`src/rtl/duft_pkg.sv`:
```
// duft_pkg: shared state encoding and default sizes for the DUFT host driver
package duft_pkg;
  localparam int DUFT_DATA_W = 32;
  localparam int DUFT_SCAN_LEN = 64;
  localparam int DUFT_TO_CYC = 255;
  typedef enum logic [2:0] {IDLE, ISSUE, WAIT_CMT, ACK, SCAN, RESP} duft_host_state_e;
endpackage

```
`src/rtl/duft_host_driver_if.sv`:
```
// duft_host_driver_if: host command/response, DUT op/commit and scan signals of one driver
interface duft_host_driver_if
  import duft_pkg::*;
#(
  parameter int DATA_W = DUFT_DATA_W,
  parameter int SCAN_LEN = DUFT_SCAN_LEN
);
  logic cmd_val, cmd_rdy, cmd_scan;
  logic [DATA_W-1:0] cmd_data, dut_data_in, dut_data_out, rsp_data;
  logic val_op, op_ack, op_commit, commit_ack;
  logic sen, scan_ce, sin, sout;
  logic rsp_val, rsp_rdy, rsp_timeout;
  logic [SCAN_LEN-1:0] rsp_scan;
  modport master (
    input cmd_val, cmd_data, cmd_scan, dut_data_out, op_ack, op_commit, sout, rsp_rdy,
    output cmd_rdy, dut_data_in, val_op, commit_ack, sen, scan_ce, sin, rsp_val, rsp_data, rsp_scan, rsp_timeout
  );
  modport slave (
    output cmd_val, cmd_data, cmd_scan, dut_data_out, op_ack, op_commit, sout, rsp_rdy,
    input cmd_rdy, dut_data_in, val_op, commit_ack, sen, scan_ce, sin, rsp_val, rsp_data, rsp_scan, rsp_timeout
  );
endinterface

```
`src/rtl/duft_scan_capture.sv`:
```
// duft_scan_capture: recirculating scan dump, one cell per cycle LSB first while i_start is held
module duft_scan_capture
  import duft_pkg::*;
#(
  parameter int SCAN_LEN = DUFT_SCAN_LEN
) (
  input  logic                clk,
  input  logic                reset,
  input  logic                i_start,
  input  logic                i_sout,
  output logic                o_done,
  output logic                o_sen,
  output logic                o_scan_ce,
  output logic                o_sin,
  output logic [SCAN_LEN-1:0] o_scan
);
  localparam int CW = $clog2(SCAN_LEN + 1);
  logic [CW-1:0] r_cnt;
  logic [SCAN_LEN-1:0] r_scan;
  always_ff @(posedge clk)
    r_cnt <= (reset || !i_start) ? '0 : r_cnt + 1'b1;
  always_ff @(posedge clk)
    if (reset) r_scan <= '0;
    else if (i_start)
      for (int i = 0; i < SCAN_LEN; i++)
        if (r_cnt == CW'(i)) r_scan[i] <= i_sout;
  assign o_done = i_start && r_cnt == CW'(SCAN_LEN - 1);
  assign o_sen = i_start;
  assign o_scan_ce = i_start;
  assign o_sin = i_start & i_sout;
  assign o_scan = r_scan;
endmodule

```
`src/rtl/duft_host_driver.sv`:
```
// duft_host_driver: host-to-DUT op/commit/scan driver; DUFT_TIMEOUT_EN adds a watchdog on ISSUE/WAIT_CMT
module duft_host_driver
  import duft_pkg::*;
#(
  parameter int DATA_W = DUFT_DATA_W,
  parameter int SCAN_LEN = DUFT_SCAN_LEN
`ifdef DUFT_TIMEOUT_EN
  , parameter int TO_CYC = DUFT_TO_CYC
`endif
) (
  input logic clk,
  input logic reset,
  duft_host_driver_if.master bus
);
  duft_host_state_e r_state, w_next;
  logic r_scan_req, w_scan_done, w_to;
  logic [DATA_W-1:0] r_din, r_rsp_data;
  always_ff @(posedge clk)
    r_state <= reset ? IDLE : w_next;
  always_comb begin
    w_next = r_state;
    case (r_state)
      IDLE:     w_next = bus.cmd_val ? ISSUE : IDLE;
      ISSUE:    w_next = (bus.op_ack && bus.op_commit) ? ACK : w_to ? RESP : bus.op_ack ? WAIT_CMT : ISSUE;
      WAIT_CMT: w_next = bus.op_commit ? ACK : w_to ? RESP : WAIT_CMT;
      ACK:      w_next = r_scan_req ? SCAN : RESP;
      SCAN:     w_next = w_scan_done ? RESP : SCAN;
      RESP:     w_next = bus.rsp_rdy ? IDLE : RESP;
      default:  w_next = IDLE;
    endcase
  end
  always_comb begin
    bus.cmd_rdy = r_state == IDLE;
    bus.val_op = r_state == ISSUE;
    bus.commit_ack = r_state == ACK;
    bus.rsp_val = r_state == RESP;
  end
  always_ff @(posedge clk)
    if (reset) begin
      r_din <= '0;
      r_scan_req <= 1'b0;
      r_rsp_data <= '0;
    end else begin
      if (r_state == IDLE && bus.cmd_val) begin
        r_din <= bus.cmd_data;
        r_scan_req <= bus.cmd_scan;
      end
      if (r_state == ACK) r_rsp_data <= bus.dut_data_out;
      else if (w_to && w_next == RESP) r_rsp_data <= '0;
    end
  assign bus.dut_data_in = r_din;
  assign bus.rsp_data = r_rsp_data;
`ifdef DUFT_TIMEOUT_EN
  localparam int WD_W = $clog2(TO_CYC + 1) > 8 ? $clog2(TO_CYC + 1) : 8;
  logic [WD_W-1:0] r_wd;
  logic r_timeout, w_wait;
  assign w_wait = r_state == ISSUE || r_state == WAIT_CMT;
  // fires on the TO_CYC-th waiting cycle; a simultaneous commit still wins
  assign w_to = w_wait && r_wd == WD_W'(TO_CYC - 1);
  always_ff @(posedge clk)
    if (reset) begin
      r_wd <= '0;
      r_timeout <= 1'b0;
    end else begin
      r_wd <= w_wait ? r_wd + 1'b1 : '0;
      r_timeout <= (w_to && w_next == RESP) ? 1'b1 : (r_state == IDLE && bus.cmd_val) ? 1'b0 : r_timeout;
    end
  assign bus.rsp_timeout = r_timeout;
`else
  assign w_to = 1'b0;
  assign bus.rsp_timeout = 1'b0;
`endif
  duft_scan_capture #(.SCAN_LEN(SCAN_LEN)) u_scan (
    .clk(clk),
    .reset(reset),
    .i_start(r_state == SCAN),
    .i_sout(bus.sout),
    .o_done(w_scan_done),
    .o_sen(bus.sen),
    .o_scan_ce(bus.scan_ce),
    .o_sin(bus.sin),
    .o_scan(bus.rsp_scan)
  );
endmodule

```
`src/flat_wrapper.sv`:
```
// flat-port wrapper written by rule: the top's interface ports become plain ports
module duft_host_driver_flat import duft_pkg::*;
#(
  parameter int DATA_W = DUFT_DATA_W,
  parameter int SCAN_LEN = DUFT_SCAN_LEN

)
  (clk, reset, bus_cmd_val, bus_cmd_data, bus_cmd_scan, bus_dut_data_out, bus_op_ack, bus_op_commit, bus_sout, bus_rsp_rdy, bus_cmd_rdy, bus_dut_data_in, bus_val_op, bus_commit_ack, bus_sen, bus_scan_ce, bus_sin, bus_rsp_val, bus_rsp_data, bus_rsp_scan, bus_rsp_timeout);
  duft_host_driver_if #(.DATA_W(DATA_W), .SCAN_LEN(SCAN_LEN)) bus_i ();
  input logic clk;
  input logic reset;
  input wire logic [$bits(bus_i.cmd_val)-1:0] bus_cmd_val;
  input wire logic [$bits(bus_i.cmd_data)-1:0] bus_cmd_data;
  input wire logic [$bits(bus_i.cmd_scan)-1:0] bus_cmd_scan;
  input wire logic [$bits(bus_i.dut_data_out)-1:0] bus_dut_data_out;
  input wire logic [$bits(bus_i.op_ack)-1:0] bus_op_ack;
  input wire logic [$bits(bus_i.op_commit)-1:0] bus_op_commit;
  input wire logic [$bits(bus_i.sout)-1:0] bus_sout;
  input wire logic [$bits(bus_i.rsp_rdy)-1:0] bus_rsp_rdy;
  output wire logic [$bits(bus_i.cmd_rdy)-1:0] bus_cmd_rdy;
  output wire logic [$bits(bus_i.dut_data_in)-1:0] bus_dut_data_in;
  output wire logic [$bits(bus_i.val_op)-1:0] bus_val_op;
  output wire logic [$bits(bus_i.commit_ack)-1:0] bus_commit_ack;
  output wire logic [$bits(bus_i.sen)-1:0] bus_sen;
  output wire logic [$bits(bus_i.scan_ce)-1:0] bus_scan_ce;
  output wire logic [$bits(bus_i.sin)-1:0] bus_sin;
  output wire logic [$bits(bus_i.rsp_val)-1:0] bus_rsp_val;
  output wire logic [$bits(bus_i.rsp_data)-1:0] bus_rsp_data;
  output wire logic [$bits(bus_i.rsp_scan)-1:0] bus_rsp_scan;
  output wire logic [$bits(bus_i.rsp_timeout)-1:0] bus_rsp_timeout;
  assign bus_i.cmd_val = bus_cmd_val;
  assign bus_i.cmd_data = bus_cmd_data;
  assign bus_i.cmd_scan = bus_cmd_scan;
  assign bus_i.dut_data_out = bus_dut_data_out;
  assign bus_i.op_ack = bus_op_ack;
  assign bus_i.op_commit = bus_op_commit;
  assign bus_i.sout = bus_sout;
  assign bus_i.rsp_rdy = bus_rsp_rdy;
  assign bus_cmd_rdy = bus_i.cmd_rdy;
  assign bus_dut_data_in = bus_i.dut_data_in;
  assign bus_val_op = bus_i.val_op;
  assign bus_commit_ack = bus_i.commit_ack;
  assign bus_sen = bus_i.sen;
  assign bus_scan_ce = bus_i.scan_ce;
  assign bus_sin = bus_i.sin;
  assign bus_rsp_val = bus_i.rsp_val;
  assign bus_rsp_data = bus_i.rsp_data;
  assign bus_rsp_scan = bus_i.rsp_scan;
  assign bus_rsp_timeout = bus_i.rsp_timeout;
  duft_host_driver #(.DATA_W(DATA_W), .SCAN_LEN(SCAN_LEN)) u_core (.clk(clk), .reset(reset), .bus(bus_i));
endmodule
```
`config.mk`:
```
export PLATFORM = sky130hd
export DESIGN_NAME = duft_host_driver_flat
export DESIGN_NICKNAME = d
export VERILOG_FILES = /design/src/rtl/duft_pkg.sv /design/src/rtl/duft_host_driver_if.sv /design/src/rtl/duft_scan_capture.sv /design/src/rtl/duft_host_driver.sv /design/src/flat_wrapper.sv
export SDC_FILE = /design/constraint.sdc
export NUM_CORES = 1
export LEC_CHECK = 0
export ABC_CLOCK_PERIOD_IN_PS = 2200
export CORE_UTILIZATION = 50
export CTS_CLUSTER_DIAMETER = 200
export DETAILED_ROUTE_END_ITERATION = 8
export DONT_BUFFER_PORTS = 1
export GPL_ROUTABILITY_DRIVEN = 0
export SLEW_MARGIN = 10
export SYNTH_ARGS = -nofsm -noshare
export SYNTH_HDL_FRONTEND = slang
export SYNTH_SLANG_ARGS = --single-unit
```
`constraint.sdc`:
```
create_clock -name clk -period 2.2 [get_ports clk]
set_clock_uncertainty 0.2 [all_clocks]
set_input_delay 0.44 -clock clk [delete_from_list [all_inputs] [get_ports clk]]
set_output_delay 0.44 -clock clk [all_outputs]
set_load 0.01 [all_outputs]
```
==> flow_summary.ini <==
[sta]
rsz0062_at_grt = false
setup-tns-final_ps = 0
slew_headroom = 0.6027
hold_viol_final = 0
final_max_slew_viol_count = 0
timing.fmax_ghz = 0.4812
worst_slew_pin_slew_ps = 594.0
min_period_ps = 2078
fin_crit_sh = 0.9447
setup_viol = 0

[synth]
ys_types = 36
seq_area_frac_synth = 0.4789
avgSynthCellArea_um2 = 8.791
syn-cell-area_um2 = 5811
yosys_warnings = 0
synthArstFlopShare = 0
syn-num-nets = 737
synth_edf_count = 0
synth_cells = 661
ys_seq_elements = 139
synth-main-ff-cell = dfxtp_1

[detailed_routing]
wl_um = 13930
vias = 4556
ant_nets = 0
viasPerCell = 5.341
wl_met2_um = 6679
drt_iter0_drc = 335
avgRoutedWirePerCell_um = 16.34
wl_met1_um = 5725
wl_met3_um = 1333
dr.pass1.iters = 4
post-route-drc-count = 0
top_layer = met4

[clock_network]
clkSinkCount = 139
cts-root-buf = clkbuf_16
post_cts_buffers = 0
clock_path_buffers = 2
cts_tree = done
cts_buffers = 17
cts_max_level = 4
clock_latency_ps = 420
path_clk_slew_ps = 50

[global_route]
grt_max_degree = 71
grt_pass1_vias = 4177
grt-ovfl-total = 0
grt_first_pass_wirelength_um = 20580
grt_usage = 0.2236
antenna_found_initial = 0

[floorplan]
rows = 39
core-area_um2 = 11370
ios = 208
die_w_um = 109.8
start_util = 0.5111
dieArea_um2 = 12060
die_h_um = 109.8

[final_layout]
fin_nets = 774
diodes = 0
fillers = 960
stdcell_area_um2 = 7093
drive_gt1_frac = 0.08592
multi_input_area_um2 = 2663
synthToLayoutAreaGrowth_pct = 22.07
ff_latch_area_um2 = 2784

[power]
p_leak_nw = 2.907
cellPowerDensity_nw_per_um2 = 859.5
vdd_drop_max_uv = 604.9

[placement]
post-dp-hpwl_um = 8166
portBuffers = 0
place_area_um2 = 5779

[setup_path]
critPathMaxFanout = 14
worstSetupStartpointType = flip-flop
worstPathRequired_ps = 1560
end_kind = primary output
critical_path_class = reg2out
r2r.worst_path.cells = 6
critical_path_arrival_ps = 1440

[run]
max-cap-violations = 0

[status]
status = complete, no violations

[hold_path]
hp-class = in2reg
min_path_cells = 3
-- timing repair --
action | in CTS | in global routing
endpoints found under the setup margin | 3 | 0
gates resized for setup | 1 | 0
hold buffers | 66 | 0
endpoints found under the hold margin | 67 | 0
-- state kept, by name, summed over array words and instances (netlist names) --
name	count
u_core.u_scan.r_cnt	7
u_core.r_state	3
u_core.r_scan_req	1
u_core.bus.rsp_data	32
u_core.bus.dut_data_in	32
u_core.u_scan.o_scan	64
-- metal layers --
layer  vias to the layer above  GRT usage
met5                         -          0
met4                         0    0.09333
met3                        15    0.08773
met2                       164     0.3594
met1                      2124     0.2651
li1                       2253          -
-- final timing paths --
| kind | start | end | slack, ps |
|---|---|---|---|
| setup / recovery | u_core.r_state[1]$_SDFF_PP0_ | bus_scan_ce | 120 |
| hold / removal | bus_rsp_rdy | u_core.r_state[2]$_SDFF_PP0_ | 40 |
| setup reg to reg | u_core.r_state[2]$_SDFF_PP0_ | u_core.bus.rsp_data[12]$_SDFFE_PP0P_ | 340 |
| hold reg to reg | u_core.r_scan_req$_SDFFE_PP0P_ | u_core.r_scan_req$_SDFFE_PP0P_ | 260 |
-- critical path, cell delays in order, from the launching register on --
cell and delay [ps]:
dfxtp_2 400, buf_4 180, nor2_1 150, and2_1 290
-- per-stage QoR --
step | setup slack [ps] | hold WS (ps) | instances | total power, W | util
2_1_floorplan | 427.6 | 236.6 | 661 | 0.002985 | -
6_report | 121.7 | 36.88 | 853 | 0.006096 | 0.6239
4_1_cts | 97.80 | 7.334 | 853 | 0.006133 | 0.6239
5_1_grt | 17.23 | 16.29 | 853 | 0.006310 | 0.6239
3_5_place_dp | 370.8 | 252.6 | 756 | 0.002995 | 0.5083
3_3_place_gp | 388.0 | 245.0 | 756 | 0.002983 | 0.5083
-- area by class of cell --
cell class,count,share of cell area
clock inverters,11,0.02364
repair buffers,83,0.1154
clock buffers,20,0.06580
inverters,4,0.002117
multi-input cells,453,0.3754
flip-flops and latches,139,0.3925
well taps,143,0.02522
-- synth_stat cells, types with 2 or more instances --
library cell	n	area (um^2)
nand3b_1	3	22.52
nor2_1	10	37.54
and4bb_2	4	50.05
nand2b_1	66	412.9
or3_1	2	12.51
and2_1	2	12.51
inv_1	4	15.01
nor3b_1	2	15.01
dfxtp_1	139	2783
mux2i_1	64	640.6
nand2_1	135	506.7
xor2_1	2	17.52
nor3_1	2	10.01
and3b_1	2	17.52
a21oi_1	70	350.3
ha_1	4	50.05
o21ai_0	3	15.01
nand3_1	68	340.3
buf_6	5	56.30
nor2b_1	2	12.51
buf_2	20	100.1
o211ai_1	2	15.01
buf_4	12	90.09
clkbuf_1	25	93.84
buf_1	2	7.510
-- layout by cell type (no fill, tap or decap), types with 3 or more instances in the layout --
cell	count
clkbuf_16	17
bufinv_16	4
and4bb_2	4
dlygate4sd3_1	65
inv_1	4
o21ai_0	3
nand2_1	135
a21oi_1	70
nor2_1	10
buf_4	16
nand2b_1	65
dfxtp_1	138
ha_1	4
mux2i_1	64
nand3_1	68
clkinv_2	3
clkbuf_8	3
nand3b_1	3
-- cell families after synthesis --
| logic type | after synthesis | synth area share |
|---|---|---|
| fa+ha+maj | 4 | 0.008614 |
| simple gates | 305 | 0.2664 |
| flops | 139 | 0.4789 |
| other cells | 1 | 0.0006454 |
| xor+xnor | 3 | 0.004523 |
| mux | 65 | 0.1122 |
| buf+inv | 69 | 0.06331 |
| compound gates | 75 | 0.06546 |
-- report_power, final --
| part | internal (W) | switching, W | leakage (nW) |
|---|---|---|---|
| Sequential | 0.00259 | 0.0000827 | 1.13 |
| Combinational | 0.000191 | 0.000199 | 1.47 |
| Clock | 0.00198 | 0.00106 | 0.308 |
| Total | 0.00476 | 0.00134 | 2.91 |
No activity file was read; power rests on OpenSTA's default activity.
